$ cat config.mk
export PLATFORM = sky130hd
export DESIGN_NAME = dist_min_scanner
export DESIGN_NICKNAME = d
export VERILOG_FILES = /design/src/rtl/dist_min_scanner_pkg.sv /design/src/rtl/dist_min_scanner_min_select.sv /design/src/rtl/dist_min_scanner.sv
export SDC_FILE = /design/constraint.sdc
export NUM_CORES = 1
export LEC_CHECK = 0
export CAP_MARGIN = 15
export CORE_MARGIN = 4
export CORE_UTILIZATION = 35
export DETAILED_ROUTE_END_ITERATION = 12
export PLACE_DENSITY = 0.66
export REMOVE_ABC_BUFFERS = 1
export SETUP_SLACK_MARGIN = 0.5
export SYNTH_ARGS = -nofsm -noshare
export SYNTH_HDL_FRONTEND = slang
export SYNTH_SLANG_ARGS = --single-unit
$ cat constraint.sdc
create_clock -name clock -period 2.13 [get_ports clock]
set_input_delay 0.426 -clock clock [delete_from_list [all_inputs] [get_ports clock]]
set_output_delay 0.426 -clock clock [all_outputs]
set_load 0.02 [all_outputs]
$ cat src/rtl/dist_min_scanner_pkg.sv
// Shared constants for the Dijkstra extract-min scanner: default sizes, the
// unreachable-distance marker and the scan FSM encoding.
package dist_min_scanner_pkg;

   localparam int unsigned DEFAULT_MAX_NODES   = 8;
   localparam int unsigned DEFAULT_INDEX_WIDTH = 4;
   localparam int unsigned DEFAULT_VALUE_WIDTH = 8;

   // All-ones distance marks an unreachable node; it never wins a compare.
   localparam logic [DEFAULT_VALUE_WIDTH-1:0] INFINITY = '1;

   typedef enum logic [1:0] {
      StIdle,
      StIssue,
      StDrain,
      StDone
   } scan_state_e;

endpackage

$ cat src/rtl/dist_min_scanner_min_select.sv
// Best-so-far tracker for the extract-min scan: keeps the smallest finite,
// non-excluded value seen since the last clear; strict less-than keeps the earliest.
module dist_min_scanner_min_select
   import dist_min_scanner_pkg::*;
#(
   parameter int unsigned INDEX_WIDTH = DEFAULT_INDEX_WIDTH,
   parameter int unsigned VALUE_WIDTH = DEFAULT_VALUE_WIDTH
) (
   input  logic                   clock,
   input  logic                   reset,
   input  logic                   clear,
   input  logic                   cmp_valid,
   input  logic [INDEX_WIDTH-1:0] cmp_idx,
   input  logic                   excluded,
   input  logic [VALUE_WIDTH-1:0] value,
   output logic                   found,
   output logic [INDEX_WIDTH-1:0] min_index,
   output logic [VALUE_WIDTH-1:0] min_value
);

   localparam logic [VALUE_WIDTH-1:0] Infinity = '1;

   logic                   found_q;
   logic [INDEX_WIDTH-1:0] best_idx_q;
   logic [VALUE_WIDTH-1:0] best_value_q;
   logic                   take;

   always_comb begin
      take = cmp_valid && !excluded && (value != Infinity) && (value < best_value_q);
   end

   always_ff @(posedge clock or negedge reset) begin
      if (!reset) begin
         found_q      <= 1'b0;
         best_idx_q   <= '0;
         best_value_q <= Infinity;
      end else if (clear) begin
         found_q      <= 1'b0;
         best_idx_q   <= '0;
         best_value_q <= Infinity;
      end else if (take) begin
         found_q      <= 1'b1;
         best_idx_q   <= cmp_idx;
         best_value_q <= value;
      end
   end

   assign found     = found_q;
   assign min_index = best_idx_q;
   assign min_value = best_value_q;

endmodule

$ cat src/rtl/dist_min_scanner.sv
// Extract-min step of the Dijkstra datapath: streams reads over every node of the
// distance store and reports the unvisited node with the smallest finite distance.
module dist_min_scanner
   import dist_min_scanner_pkg::*;
#(
   parameter int unsigned MAX_NODES   = DEFAULT_MAX_NODES,
   parameter int unsigned INDEX_WIDTH = DEFAULT_INDEX_WIDTH,
   parameter int unsigned VALUE_WIDTH = DEFAULT_VALUE_WIDTH
) (
   input  logic                   clock,
   input  logic                   reset,
   input  logic                   start,
   input  logic [MAX_NODES-1:0]   visited,
   output logic                   get_en,
   output logic                   set_en,
   output logic [INDEX_WIDTH-1:0] index,
   input  logic [VALUE_WIDTH-1:0] value,
   output logic                   busy,
   output logic                   done,
   output logic                   found,
   output logic [INDEX_WIDTH-1:0] min_index,
   output logic [VALUE_WIDTH-1:0] min_value
);

   localparam logic [INDEX_WIDTH-1:0] LastIdx = INDEX_WIDTH'(MAX_NODES - 1);

   scan_state_e            state_q, state_d;
   logic [INDEX_WIDTH-1:0] idx_q, idx_d;
   logic [MAX_NODES-1:0]   visited_q;
   logic [INDEX_WIDTH-1:0] cmp_idx_q;
   logic                   cmp_valid_q;
   logic                   accept;
   logic                   excluded;

   always_comb begin
      state_d = state_q;
      idx_d   = idx_q;
      accept  = 1'b0;
      unique case (state_q)
         StIdle: begin
            if (start) begin
               accept  = 1'b1;
               idx_d   = '0;
               state_d = StIssue;
            end
         end
         StIssue: begin
            // Counter parks on the last node rather than wrapping.
            if (idx_q == LastIdx) begin
               state_d = StDrain;
            end else begin
               idx_d = idx_q + INDEX_WIDTH'(1);
            end
         end
         StDrain: begin
            state_d = StDone;
         end
         StDone: begin
            if (start) begin
               accept  = 1'b1;
               idx_d   = '0;
               state_d = StIssue;
            end else begin
               state_d = StIdle;
            end
         end
         default: begin
            state_d = StIdle;
         end
      endcase
   end

   always_ff @(posedge clock or negedge reset) begin
      if (!reset) begin
         state_q     <= StIdle;
         idx_q       <= '0;
         visited_q   <= '0;
         cmp_idx_q   <= '0;
         cmp_valid_q <= 1'b0;
      end else begin
         state_q <= state_d;
         idx_q   <= idx_d;
         if (accept) begin
            visited_q <= visited;
         end
         // Compare stage trails issue by one cycle to meet the store read latency.
         cmp_idx_q   <= idx_q;
         cmp_valid_q <= (state_q == StIssue);
      end
   end

   assign excluded = |(visited_q & (MAX_NODES'(1) << cmp_idx_q));

   assign get_en = (state_q == StIssue);
   assign set_en = 1'b0;
   assign index  = idx_q;
   assign busy   = (state_q == StIssue) || (state_q == StDrain);
   assign done   = (state_q == StDone);

   dist_min_scanner_min_select #(
      .INDEX_WIDTH (INDEX_WIDTH),
      .VALUE_WIDTH (VALUE_WIDTH)
   ) u_min_select (
      .clock     (clock),
      .reset     (reset),
      .clear     (accept),
      .cmp_valid (cmp_valid_q),
      .cmp_idx   (cmp_idx_q),
      .excluded  (excluded),
      .value     (value),
      .found     (found),
      .min_index (min_index),
      .min_value (min_value)
   );

endmodule

Word-level counts from Yosys, hierarchy flattened
Index checks and enable logic that the tools add are counted.
{"block": "classes", "n_addsub": 1, "n_eq_ne": 9, "n_mux": 15, "shift": 1, "n_lt_le_gt_ge": 1, "reduce_logical": 12, "bitwise": 1}
{"op": "$mux W4", "count": 4}
{"op": "$mux W8", "count": 2}
{"op": "$and A8 B8 Y8", "count": 1}
{"op": "$lt A8 B8 Y1", "count": 1}
{"op": "$ne A8 B8 Y1 const B", "count": 1}
{"op": "$pmux W2 S4", "count": 1}
{"op": "$pmux W4 S2", "count": 1}
{"op": "$reduce_or A8 Y1", "count": 1}
{"op": "$shl A1 B4 Y8 const A", "count": 1}
{"op": "$mux W1", "count": 5}
{"op": "$add A4 B1 Y4 const B", "count": 1}
{"op": "$eq A2 B2 Y1 const B", "count": 2}
{"op": "$eq A4 B3 Y1 const B", "count": 1}
{"op": "$mux W2", "count": 2}
{"op": "$ne A2 B1 Y1 const B", "count": 2}
{"op": "$ne A2 B2 Y1 const B", "count": 2}
{"op": "$reduce_bool A2 Y1", "count": 2}
{"op": "$logic_and A1 B1 Y1", "count": 3}
{"op": "$reduce_and A3 Y1", "count": 1}
{"op": "$eq A2 B1 Y1 const B", "count": 1}
{"op": "$logic_not A2 Y1", "count": 1}
{"op": "$reduce_and A2 Y1", "count": 1}
{"op": "$reduce_or A2 Y1", "count": 1}
{"op": "$logic_not A1 Y1", "count": 1}
{"op": "$logic_or A1 B1 Y1", "count": 1}
{"block": "word_totals", "in_bits": 19, "elab_cells": 48, "register_bits": 32, "out_inout_bits": 21}

Logic depth before layout (Yosys ltp)
Gate-level depths: netlist (run 1).
{"block": "depth", "word_depth": 9, "ltp_mapped": 8, "mapped_depth_nobuf": 7}

Hierarchy
Synthesis (run 1) repeated with hierarchy kept, for this count alone.
{"block": "unflattened", "hier_cells": 152, "area_unflattened_um2": 1741.7}
{"mod": "dist_min_scanner", "instances": 1, "cells_each": 70, "seq_area_each_um2": 475.5, "area_each_um2": 922.1}
{"mod": "dist_min_scanner_min_select", "instances": 1, "cells_each": 82, "seq_area_each_um2": 335.3, "area_each_um2": 819.5}

Worst setup path before layout (run 1)
No wires, ideal clock.
{"block": "synth_timing", "kind": "flip-flop to flip-flop", "start": "register u_min_select.best_value_q[5] (netlist: u_min_select.min_value[5])", "end": "register u_min_select.best_idx_q[2] (netlist: u_min_select.min_index[2])", "arrival_ns": 1.955, "stages_incl_launch_ff": 9, "slack_ns": 0.053, "n_path_buf": 1, "synth_period_minus_slack_ns": 2.077, "setup_time_ns": 0.122, "t_required_ns": 2.008, "path_cell_list": "dfstp_2 -> inv_1 -> ha_1 -> a211oi_1 -> nor2_1 -> or4_4 -> buf_6 -> o211ai_2 -> nand2_1"}
{"block": "synth_between", "elab_chain_cells": 3}
{"item": "from (decl)", "line_no": "dist_min_scanner_min_select.sv:25", "text": "logic [VALUE_WIDTH-1:0] best_value_q;"}
{"item": "from (signal assigned)", "line_no": "dist_min_scanner_min_select.sv:36", "text": "best_value_q <= Infinity;"}
{"item": "from (signal assigned)", "line_no": "dist_min_scanner_min_select.sv:40", "text": "best_value_q <= Infinity;"}
{"item": "from (signal assigned)", "line_no": "dist_min_scanner_min_select.sv:44", "text": "best_value_q <= value;"}
{"item": "$lt A8 B8 Y1", "line_no": "dist_min_scanner_min_select.sv:29", "text": "take = cmp_valid && !excluded && (value != Infinity) && (value < best_value_q);"}
{"item": "$logic_and A1 B1 Y1", "line_no": "dist_min_scanner_min_select.sv:29"}
{"item": "$reduce_bool A2 Y1 (no source line)"}
{"item": "to (signal assigned)", "line_no": "dist_min_scanner_min_select.sv:43", "text": "best_idx_q <= cmp_idx;"}
{"item": "to (decl)", "line_no": "dist_min_scanner_min_select.sv:24", "text": "logic [INDEX_WIDTH-1:0] best_idx_q;"}
No other way between the ends.
A chain may end at the register's enable or synchronous reset.

Worst setup path after layout (run 1)
{"block": "layout_timing", "start": "register u_min_select.best_value_q[5] (netlist: u_min_select.min_value[5])", "end": "register u_min_select.best_value_q[3] (netlist: u_min_select.min_value[3])"}
{"block": "layout_between", "elab_chain_cells": 3}
{"item": "$lt A8 B8 Y1", "line_no": "dist_min_scanner_min_select.sv:29"}
{"item": "$logic_and A1 B1 Y1", "line_no": "dist_min_scanner_min_select.sv:29"}
{"item": "$reduce_bool A2 Y1 (no source line)"}
No other way between the ends.

==> results of run 1 <==
[through the flow]
stage / std cells / power (mW) / setup TNS, ns / hold slack [ns]
final: 302 / 3.760 / -0.3273 / 0.4652
after global routing: 302 / 4.071 / -1.129 / 0.4880
after CTS: 299 / 3.625 / -0.1225 / 0.4653
after detailed placement: 289 / 3.062 / -2.978 / 0.4519
after global placement: 289 / 3.029 / -2.723 / 0.4521
after floorplan: 164 / 2.247 / -1.375 / 0.1304
[sequential cells by signal, indices dropped and copies added (netlist names)]
register                flops
cmp_idx_q                   4
cmp_valid_q                 1
index                       4
state_q                     2
u_min_select.found          1
u_min_select.min_index      4
u_min_select.min_value      8
visited_q                   8
[logic make-up after synthesis]
family,Yosys count,share of synthesized area
AO/OA/AOI/OAI,33,0.1412
multiplexers,3,0.03530
AND/OR/NAND/NOR,72,0.2015
other,1,0.002204
buffers and inverters,18,0.04780
adder cells (fa/ha/maj),13,0.09559
flip-flops,32,0.4765
[how the worst max path moves through the flow]
stage	to	slack, ns	cells past startpoint
after floorplan	u_min_select.min_index[0]	-0.14	7
after global placement	u_min_select.min_index[2]	-0.25	8
after detailed placement	u_min_select.min_index[2]	-0.27	8
after CTS	u_min_select.min_index[3]	-0.04	6
after global routing	u_min_select.min_index[2]	-0.12	8
final	u_min_select.min_value[3]	-0.05	8
[critical path, cell delays in order, from the launching register on]
cell and delay (ns):
dfstp_2 0.54, inv_2 0.05, ha_4 0.23, a211oi_2 0.25, nor2_2 0.07, or4_4 0.59, clkbuf_16 0.19, o21ai_2 0.11
nand3_1 0.08
[report_power, final]
| part | internal, mW | total [mW] | switching [mW] |
|---|---|---|---|
| combinational | 0.991 | 2.06 | 1.07 |
| sequential | 0.924 | 1.14 | 0.213 |
| clock | 0.347 | 0.559 | 0.213 |
| total | 2.26 | 3.76 | 1.50 |
[synthesized netlist by cell type (2+ instances only)]
| master | count |
|---|---|
| a211oi_1 | 2 |
| inv_1 | 10 |
| clkbuf_1 | 4 |
| nand4_1 | 5 |
| dfrtp_1 | 24 |
| nor2_1 | 7 |
| a21oi_1 | 5 |
| ha_1 | 13 |
| o21ai_0 | 9 |
| buf_2 | 2 |
| o211ai_2 | 2 |
| nand2_1 | 32 |
| nor2b_1 | 3 |
| dfstp_2 | 8 |
| a22o_1 | 2 |
| nand3_1 | 20 |
| o21ai_2 | 8 |
[layer usage]
layer | track usage | vias up | share of wire
li1 | - | 730 | -
met2 | 0.2149 | 30 | 0.48
met3 | 0.04756 | 6 | 0.050
met1 | 0.1707 | 678 | 0.46
met5 | 0 | - | 0
met4 | 0.04804 | 0 | 0.012
[layout make-up]
cell class | instances | area [um2] | area share
sequential | 32 | 810.8 | 0.3255
inverter | 10 | 40.04 | 0.01607
tap | 67 | 83.83 | 0.03365
timing repair buffer | 63 | 576.8 | 0.2315
clock inverter | 2 | 35.03 | 0.01406
multi-input combinational | 122 | 872.1 | 0.3501
clock buffer | 6 | 72.57 | 0.02913
[what timing repair did]
item,CTS,global route
gates cloned,0,1
endpoints found under the setup margin,37,20
pin swaps,0,9
resized for setup,40,17
buffers inserted,2,2
endpoints found under the hold margin,0,0
==> flow_summary.html, run 1 <==
<table>
<tr><th>Metric</th><th>Value</th></tr>
<tr><th colspan="2">Outcome</th></tr>
<tr><td>Result of the run</td><td>finished with violations</td></tr>
<tr><td>Violations in the final reports</td><td>setup timing</td></tr>
<tr><th colspan="2">Worst setup path</th></tr>
<tr><td>R2R Path Start</td><td>u_min_select.min_value[5]</td></tr>
<tr><td>Class of the most critical setup path</td><td>reg -&gt; reg</td></tr>
<tr><td>Crit. Startpoint</td><td>u_min_select.min_value[5]</td></tr>
<tr><td>Kind of end point of the critical path</td><td>flop</td></tr>
<tr><td>Setup slack of the most critical reg-to-reg path</td><td>-0.05 ns</td></tr>
<tr><td>Arrival time at the worst endpoint</td><td>~2.4 ns</td></tr>
<tr><td>Peak fanout along the critical path</td><td>5</td></tr>
<tr><td>Required time of the worst setup path</td><td>~2.3 ns</td></tr>
<tr><td>Capture point of the worst reg-to-reg path</td><td>u_min_select.min_value[3]</td></tr>
<tr><td>Worst reg-to-reg path cell count</td><td>8</td></tr>
<tr><td>Critical Path Start Type</td><td>flop</td></tr>
<tr><th colspan="2">CTS</th></tr>
<tr><td>Number of buffers on the longest clock path</td><td>2</td></tr>
<tr><td>CTS Buf Count</td><td>5</td></tr>
<tr><td>CTS Hold Buffers Added</td><td>0</td></tr>
<tr><td>Clock transition at the registers of the reported paths</td><td>~0.07 ns</td></tr>
<tr><td>Buffer cell driving the clock tree root</td><td>clkbuf_8</td></tr>
<tr><td>Clock Sinks</td><td>32</td></tr>
<tr><td>CTS tree</td><td>built</td></tr>
<tr><td>Clock latency of the later-clocked register in the worst-skew pair</td><td>between 0.2 and 0.3 ns</td></tr>
<tr><td>CTS H-Tree Depth</td><td>2</td></tr>
<tr><th colspan="2">Placed design</th></tr>
<tr><td>Cell Area, Placed</td><td>2285 um2</td></tr>
<tr><td>Number of port buffers</td><td>38</td></tr>
<tr><td>HPWL after detailed placement</td><td>2.832 mm</td></tr>
<tr><td>Worst slack at placement</td><td>-0.2726 ns</td></tr>
<tr><td>Final estimated routing congestion in global placement</td><td>between 0.7 and 0.8</td></tr>
<tr><th colspan="2">STA</th></tr>
<tr><td>Count of endpoints failing setup in the final report</td><td>10</td></tr>
<tr><td>Post-route setup slack</td><td>-0.04789 ns</td></tr>
<tr><td>Fin. max-slew vios</td><td>0</td></tr>
<tr><td>Clk_skew</td><td>roughly 0.008 ns</td></tr>
<tr><td>Final worst-path cycle share</td><td>1.022</td></tr>
<tr><td>Hold Violations, Final</td><td>0</td></tr>
<tr><td>Setup repair after global routing missed its margin</td><td>true</td></tr>
<tr><td>Final critical-path required period</td><td>2.178 ns</td></tr>
<tr><td>Fmax</td><td>between 400 and 500 MHz</td></tr>
<tr><th colspan="2">Detailed routing</th></tr>
<tr><td>Initial detailed-routing violation count</td><td>just under 60</td></tr>
<tr><td>Routed via count divided by cell count</td><td>about 4.8</td></tr>
<tr><td>Final routed wirelength across all metal layers</td><td>roughly 4.0 mm</td></tr>
<tr><td>Post-route ant nets</td><td>0</td></tr>
<tr><td>Vias</td><td>between 1k and 1.5k</td></tr>
<tr><td>First-pass detailed-route iteration total</td><td>4</td></tr>
<tr><td>Avg WL per Cell</td><td>~13 um</td></tr>
<tr><td>Number of remaining DRC errors</td><td>0</td></tr>
<tr><th colspan="2">GRT</th></tr>
<tr><td>Antenna violations before repair</td><td>0</td></tr>
<tr><td>Via count of the first global-routing pass</td><td>~1.4k</td></tr>
<tr><td>Global Route Usage Sum</td><td>0.1357</td></tr>
<tr><td>Pin count of the biggest net entering global routing</td><td>33</td></tr>
<tr><td>Global-route wire length before repair</td><td>~6.6 mm</td></tr>
<tr><td>Grt ovf</td><td>0</td></tr>
<tr><th colspan="2">Floorplan</th></tr>
<tr><td>Die outline height</td><td>between 70 and 80 um</td></tr>
<tr><td>Area of the die</td><td>slightly above 6000 um2</td></tr>
<tr><td>Number of standard-cell rows in the floorplan</td><td>25</td></tr>
<tr><td>Core Box Area</td><td>between 4000 and 5000 um2</td></tr>
<tr><td>Initial Utilization</td><td>0.3603</td></tr>
<tr><td>Number of top-level design ports</td><td>40</td></tr>
<tr><td>Width of the die</td><td>just under 80 um</td></tr>
<tr><th colspan="2">Synth</th></tr>
<tr><td>Synthesized area divided by synthesized cell count</td><td>~9.9 um2</td></tr>
<tr><td>Count of yosys warnings during synthesis</td><td>0</td></tr>
<tr><td>Fraction of post-synthesis cell area in the top cell type by area</td><td>0.3529</td></tr>
<tr><td>Flip-flop and latch count after synthesis</td><td>32</td></tr>
<tr><td>Cell area after synthesis</td><td>~1700 um2</td></tr>
<tr><td>Number of unique standard cell types used by synthesis</td><td>33</td></tr>
<tr><td>Mapped Cells</td><td>172</td></tr>
<tr><td>Part of the Yosys area used for sequential elements</td><td>0.4765</td></tr>
<tr><td>Flip-flop cell with the highest count after synthesis</td><td>dfrtp_1</td></tr>
<tr><td>Cell type with the largest total area after synthesis</td><td>dfrtp_1</td></tr>
<tr><td>Ranking of synthesized cells by area</td><td>dfrtp_1, dfstp_2, ha_1</td></tr>
<tr><td>Post-synth EDFFs</td><td>0</td></tr>
<tr><td>Async SR Flop Fraction</td><td>1.000</td></tr>
<tr><th colspan="2">Pwr</th></tr>
<tr><td>Largest vdd supply drop</td><td>about 0.001 V</td></tr>
<tr><td>Leakage power of the design</td><td>1.199 nW</td></tr>
<tr><td>Ratio of total power to cell area</td><td>about 1500 nW/um2</td></tr>
<tr><th colspan="2">Final layout</th></tr>
<tr><td># diodes</td><td>0</td></tr>
<tr><td>Commonest cells after routing, fill and taps aside</td><td>nand2_1, dfrtp_1, buf_4</td></tr>
<tr><td>Area growth from synthesis to layout</td><td>46.40%</td></tr>
<tr><td># nets final</td><td>266</td></tr>
<tr><td>Most common cell after layout, fill and taps aside</td><td>nand2_1</td></tr>
<tr><td>Util after Layout</td><td>0.5274</td></tr>
<tr><td>Filler cell count</td><td>approximately 440</td></tr>
<tr><td>Fraction of layout cells with a size suffix above 1</td><td>0.2979</td></tr>
<tr><td>Post-Layout Inst Area</td><td>2491 um2</td></tr>
<tr><th colspan="2">Worst hold path</th></tr>
<tr><td>Type of the worst min-delay path</td><td>reg -&gt; reg</td></tr>
<tr><td>Worst Hold Path Cells</td><td>2</td></tr>
<tr><td>Worst min-delay path endpoint</td><td>visited_q[0]</td></tr>
<tr><td>Launch point of the worst hold path</td><td>visited_q[0]</td></tr>
<tr><th colspan="2">Job</th></tr>
<tr><td>Max Cap Violations</td><td>0</td></tr>
</table>
(Power assumes the default switching activity.)
==> run 2, diff against run 1 <==
Settings changed: PLACE_DENSITY 0.66 to unset, SYNTH_HIERARCHICAL set to 1.
==> flow_summary.html, run 2 <==
<table>
<tr><th>Metric</th><th>Value</th></tr>
<tr><th colspan="2">CTS</th></tr>
<tr><td>CTS Buf Count</td><td>5 (unchanged)</td></tr>
<tr><td>CTS H-Tree Depth</td><td>2 (unchanged)</td></tr>
<tr><td>Clock transition at the registers of the reported paths</td><td>0.06 ns (was 0.07 ns)</td></tr>
<tr><td>CTS Hold Buffers Added</td><td>0 (unchanged)</td></tr>
<tr><td>Clock Sinks</td><td>32 (unchanged)</td></tr>
<tr><td>Buffer cell driving the clock tree root</td><td>clkbuf_8 (unchanged)</td></tr>
<tr><td>Clock latency of the later-clocked register in the worst-skew pair</td><td>0.28 ns (about the same)</td></tr>
<tr><td>CTS tree</td><td>built (unchanged)</td></tr>
<tr><td>Number of buffers on the longest clock path</td><td>2 (unchanged)</td></tr>
<tr><th colspan="2">Synth</th></tr>
<tr><td>Number of unique standard cell types used by synthesis</td><td>38 (was 33)</td></tr>
<tr><td>Cell type with the largest total area after synthesis</td><td>dfrtp_1 (unchanged)</td></tr>
<tr><td>Flip-flop cell with the highest count after synthesis</td><td>dfrtp_1 (unchanged)</td></tr>
<tr><td>Ranking of synthesized cells by area</td><td>dfrtp_1, dfstp_2, ha_1 (unchanged)</td></tr>
<tr><td>Async SR Flop Fraction</td><td>1.000 (unchanged)</td></tr>
<tr><td>Flip-flop and latch count after synthesis</td><td>32 (unchanged)</td></tr>
<tr><td>Mapped Cells</td><td>152 (was 172)</td></tr>
<tr><td>Post-synth EDFFs</td><td>0 (unchanged)</td></tr>
<tr><td>Fraction of post-synthesis cell area in the top cell type by area</td><td>0.3448 (was 0.3529)</td></tr>
<tr><td>Part of the Yosys area used for sequential elements</td><td>0.4655 (was 0.4765)</td></tr>
<tr><td>Ranking of synthesized cells by instance count</td><td>dfrtp_1, nor2_1, mux2i_1 (was nand2_1, dfrtp_1, nand3_1)</td></tr>
<tr><td>Count of yosys warnings during synthesis</td><td>6 (was 0)</td></tr>
<tr><td>Cell area after synthesis</td><td>1742 um2 (was 1702 um2)</td></tr>
<tr><td>Synthesized area divided by synthesized cell count</td><td>11.46 um2 (was 9.893 um2)</td></tr>
<tr><th colspan="2">GRT</th></tr>
<tr><td>Via count of the first global-routing pass</td><td>1,485 (was 1,412)</td></tr>
<tr><td>Global-route wire length before repair</td><td>6.969 mm (was 6.555 mm)</td></tr>
<tr><td>Global Route Usage Sum</td><td>0.1432 (was 0.1357)</td></tr>
<tr><td>Antenna violations before repair</td><td>0 (unchanged)</td></tr>
<tr><td>Pin count of the biggest net entering global routing</td><td>33 (unchanged)</td></tr>
<tr><td>Grt ovf</td><td>0 (unchanged)</td></tr>
<tr><th colspan="2">STA</th></tr>
<tr><td>Fin. max-slew vios</td><td>0 (unchanged)</td></tr>
<tr><td>Clk_skew</td><td>0.008402 ns (was 0.007973 ns)</td></tr>
<tr><td>Setup TNS</td><td>0 ns (was -0.3273 ns)</td></tr>
<tr><td>Count of endpoints failing setup in the final report</td><td>0 (was 10)</td></tr>
<tr><td>Fmax</td><td>494.5 MHz (was 459.2 MHz)</td></tr>
<tr><td>Setup repair after global routing missed its margin</td><td>true (unchanged)</td></tr>
<tr><td>Hold Violations, Final</td><td>0 (unchanged)</td></tr>
<tr><td>Final worst-path cycle share</td><td>0.9495 (was 1.022)</td></tr>
<tr><td>Final critical-path required period</td><td>2.022 ns (was 2.178 ns)</td></tr>
<tr><th colspan="2">Floorplan</th></tr>
<tr><td>Initial Utilization</td><td>0.3639 (was 0.3603)</td></tr>
<tr><td>Core Box Area</td><td>4786 um2 (was 4723 um2)</td></tr>
<tr><td>Number of standard-cell rows in the floorplan</td><td>25 (unchanged)</td></tr>
<tr><td>Number of top-level design ports</td><td>40 (unchanged)</td></tr>
<tr><td>Die outline height</td><td>78.54 um (was 77.73 um)</td></tr>
<tr><td>Width of the die</td><td>78.54 um (was 77.73 um)</td></tr>
<tr><td>Area of the die</td><td>6169 um2 (was 6041 um2)</td></tr>
<tr><th colspan="2">Detailed routing</th></tr>
<tr><td>Number of remaining DRC errors</td><td>0 (unchanged)</td></tr>
<tr><td>Vias</td><td>1,366 (was 1,444)</td></tr>
<tr><td>Post-route ant nets</td><td>0 (unchanged)</td></tr>
<tr><td>Routed via count divided by cell count</td><td>4.793 (was 4.781)</td></tr>
<tr><td>Avg WL per Cell</td><td>14.81 um (was 13.32 um)</td></tr>
<tr><td>Initial detailed-routing violation count</td><td>44 (was 59)</td></tr>
<tr><td>Final routed wirelength across all metal layers</td><td>4.221 mm (was 4.022 mm)</td></tr>
<tr><td>First-pass detailed-route iteration total</td><td>4 (unchanged)</td></tr>
<tr><th colspan="2">Placed design</th></tr>
<tr><td>HPWL after detailed placement</td><td>2.841 mm (was 2.832 mm)</td></tr>
<tr><td>Number of port buffers</td><td>38 (unchanged)</td></tr>
<tr><td>Final estimated routing congestion in global placement</td><td>0.8714 (was 0.7884)</td></tr>
<tr><th colspan="2">Worst setup path</th></tr>
<tr><td>Peak fanout along the critical path</td><td>7 (was 5)</td></tr>
<tr><td>Critical Path Start Type</td><td>flop (unchanged)</td></tr>
<tr><td>Required time of the worst setup path</td><td>2.33 ns (about the same)</td></tr>
<tr><td>Class of the most critical setup path</td><td>reg -&gt; reg (unchanged)</td></tr>
<tr><td>Kind of end point of the critical path</td><td>flop (unchanged)</td></tr>
<tr><td>Arrival time at the worst endpoint</td><td>2.22 ns (was 2.38 ns)</td></tr>
<tr><th colspan="2">Pwr</th></tr>
<tr><td>Ratio of total power to cell area</td><td>1494 nW/um2 (was 1509 nW/um2)</td></tr>
<tr><td>Largest vdd supply drop</td><td>0.001099 V (was 0.0009924 V)</td></tr>
<tr><td>Leakage power of the design</td><td>1.234 nW (was 1.199 nW)</td></tr>
<tr><th colspan="2">Final layout</th></tr>
<tr><td>Util after Layout</td><td>0.5393 (was 0.5274)</td></tr>
<tr><td>Area growth from synthesis to layout</td><td>48.20% (was 46.40%)</td></tr>
<tr><td># diodes</td><td>0 (unchanged)</td></tr>
<tr><td># nets final</td><td>249 (was 266)</td></tr>
<tr><td>Fraction of layout cells with a size suffix above 1</td><td>0.2982 (was 0.2979)</td></tr>
<tr><td>Commonest cells after routing, fill and taps aside</td><td>dfrtp_1, nor2_1, clkdlybuf4s50_1, buf_4, mux2i_1 (was nand2_1, dfrtp_1, buf_4)</td></tr>
<tr><td>Most common cell after layout, fill and taps aside</td><td>dfrtp_1 (was nand2_1)</td></tr>
<tr><th colspan="2">Job</th></tr>
<tr><td>Max Cap Violations</td><td>0 (unchanged)</td></tr>
<tr><th colspan="2">Outcome</th></tr>
<tr><td>Result of the run</td><td>finished clean (was finished with violations)</td></tr>
<tr><th colspan="2">Worst hold path</th></tr>
<tr><td>Type of the worst min-delay path</td><td>reg -&gt; reg (unchanged)</td></tr>
</table>
==> run 2: cell types whose count changed in the layout (fill, tap and decap cells not counted), moves of 3 or more <==
cell,delta
o21ai_0,-5
mux2_4,+8
mux2i_1,+14
o21ai_2,-8
nand2b_1,+8
nand3_1,-18
nor2_1,+17
buf_6,+5
nand2_1,-31
a21oi_1,-3
buf_4,-5
==> run 2: cells by family after synthesis <==
logic type / count (synthesis) / synth area share
mux: 25 / 0.1602
compound gates: 17 / 0.08908
buf+inv: 16 / 0.04741
flops: 32 / 0.4655
fa+ha+maj: 13 / 0.09339
other cells: 1 / 0.002153
simple gates: 48 / 0.1422
==> run 2: final timing paths <==
path                       cells after the start                         to  slack, ns          from
max                                            8  u_min_select/min_value[5]       0.11  cmp_idx_q[0]
min                                            0               cmp_idx_q[1]       0.48      index[1]
max reg2reg                                    8  u_min_select/min_value[5]       0.11  cmp_idx_q[0]
min reg2reg                                    0               cmp_idx_q[1]       0.48      index[1]
max in group asynchronous                      2  u_min_select/min_value[3]       1.25         reset
min in group asynchronous                      2               visited_q[5]       0.54         reset
==> run 2: worst max-delay path, cell delays in order (launching register included) <==
cell      delay [ns]
dfrtp_1         0.37
mux4_2          0.52
nor2_2          0.10
a311oi_1        0.06
nor2_1          0.12
o211ai_1        0.13
a221oi_4        0.24
buf_6           0.19
mux2i_1         0.22
==> run 2: per-stage QoR <==
| step | total power [mW] | cell area [um2] | setup WS, ns | hold slack, ns | std cells |
|---|---|---|---|---|---|
| 2_1_floorplan | 2.128 | 1700 | -0.4370 | 0.1304 | 147 |
| 3_3_place_gp | 2.729 | 2270 | -0.05747 | 0.4456 | 264 |
| 3_5_place_dp | 2.811 | 2270 | -0.1573 | 0.4651 | 264 |
| 4_1_cts | 3.538 | 2455 | 0.1026 | 0.4851 | 279 |
| 5_1_grt | 4.121 | 2581 | -0.01517 | 0.4993 | 285 |
| 6_report | 3.857 | 2581 | 0.1076 | 0.4797 | 285 |
==> run 2: metal layers <==
layer | up-vias | share of wire | GRT usage
li1 | 659 | - | -
met2 | 29 | 0.52 | 0.2555
met3 | 2 | 0.046 | 0.04587
met1 | 676 | 0.43 | 0.1615
met4 | 0 | 0.0019 | 0.04371
met5 | - | 0 | 0
==> run 2: area by class of cell <==
type / count / area (um2)
clock buffers: 6 / 72.57
clock inverters: 2 / 35.03
fillers: 427 / 2205
inverters: 11 / 41.29
multi-input cells: 104 / 912.1
flip-flops and latches: 32 / 810.8
well taps: 67 / 83.83
repair buffers: 63 / 625.6
==> run 2: where the power goes <==
group | internal (mW) | switching, mW
registers | 0.875 | 0.188
clock network | 0.347 | 0.213
logic | 1.25 | 0.986
==> run 2: repair_timing <==
item | 4_1_cts | 5_1_grt
resized for setup | 34 | 26
pin swaps | 3 | 5
cloned | 1 | 1
setup buffers | 6 | 5
endpoints found under the setup margin | 41 | 28
==> run 3, diff against run 2 <==
Settings changed: HOLD_SLACK_MARGIN set to 0.02.
==> results of run 3 <==
The final DEF is identical to that of run 2; final timing and power are the same.
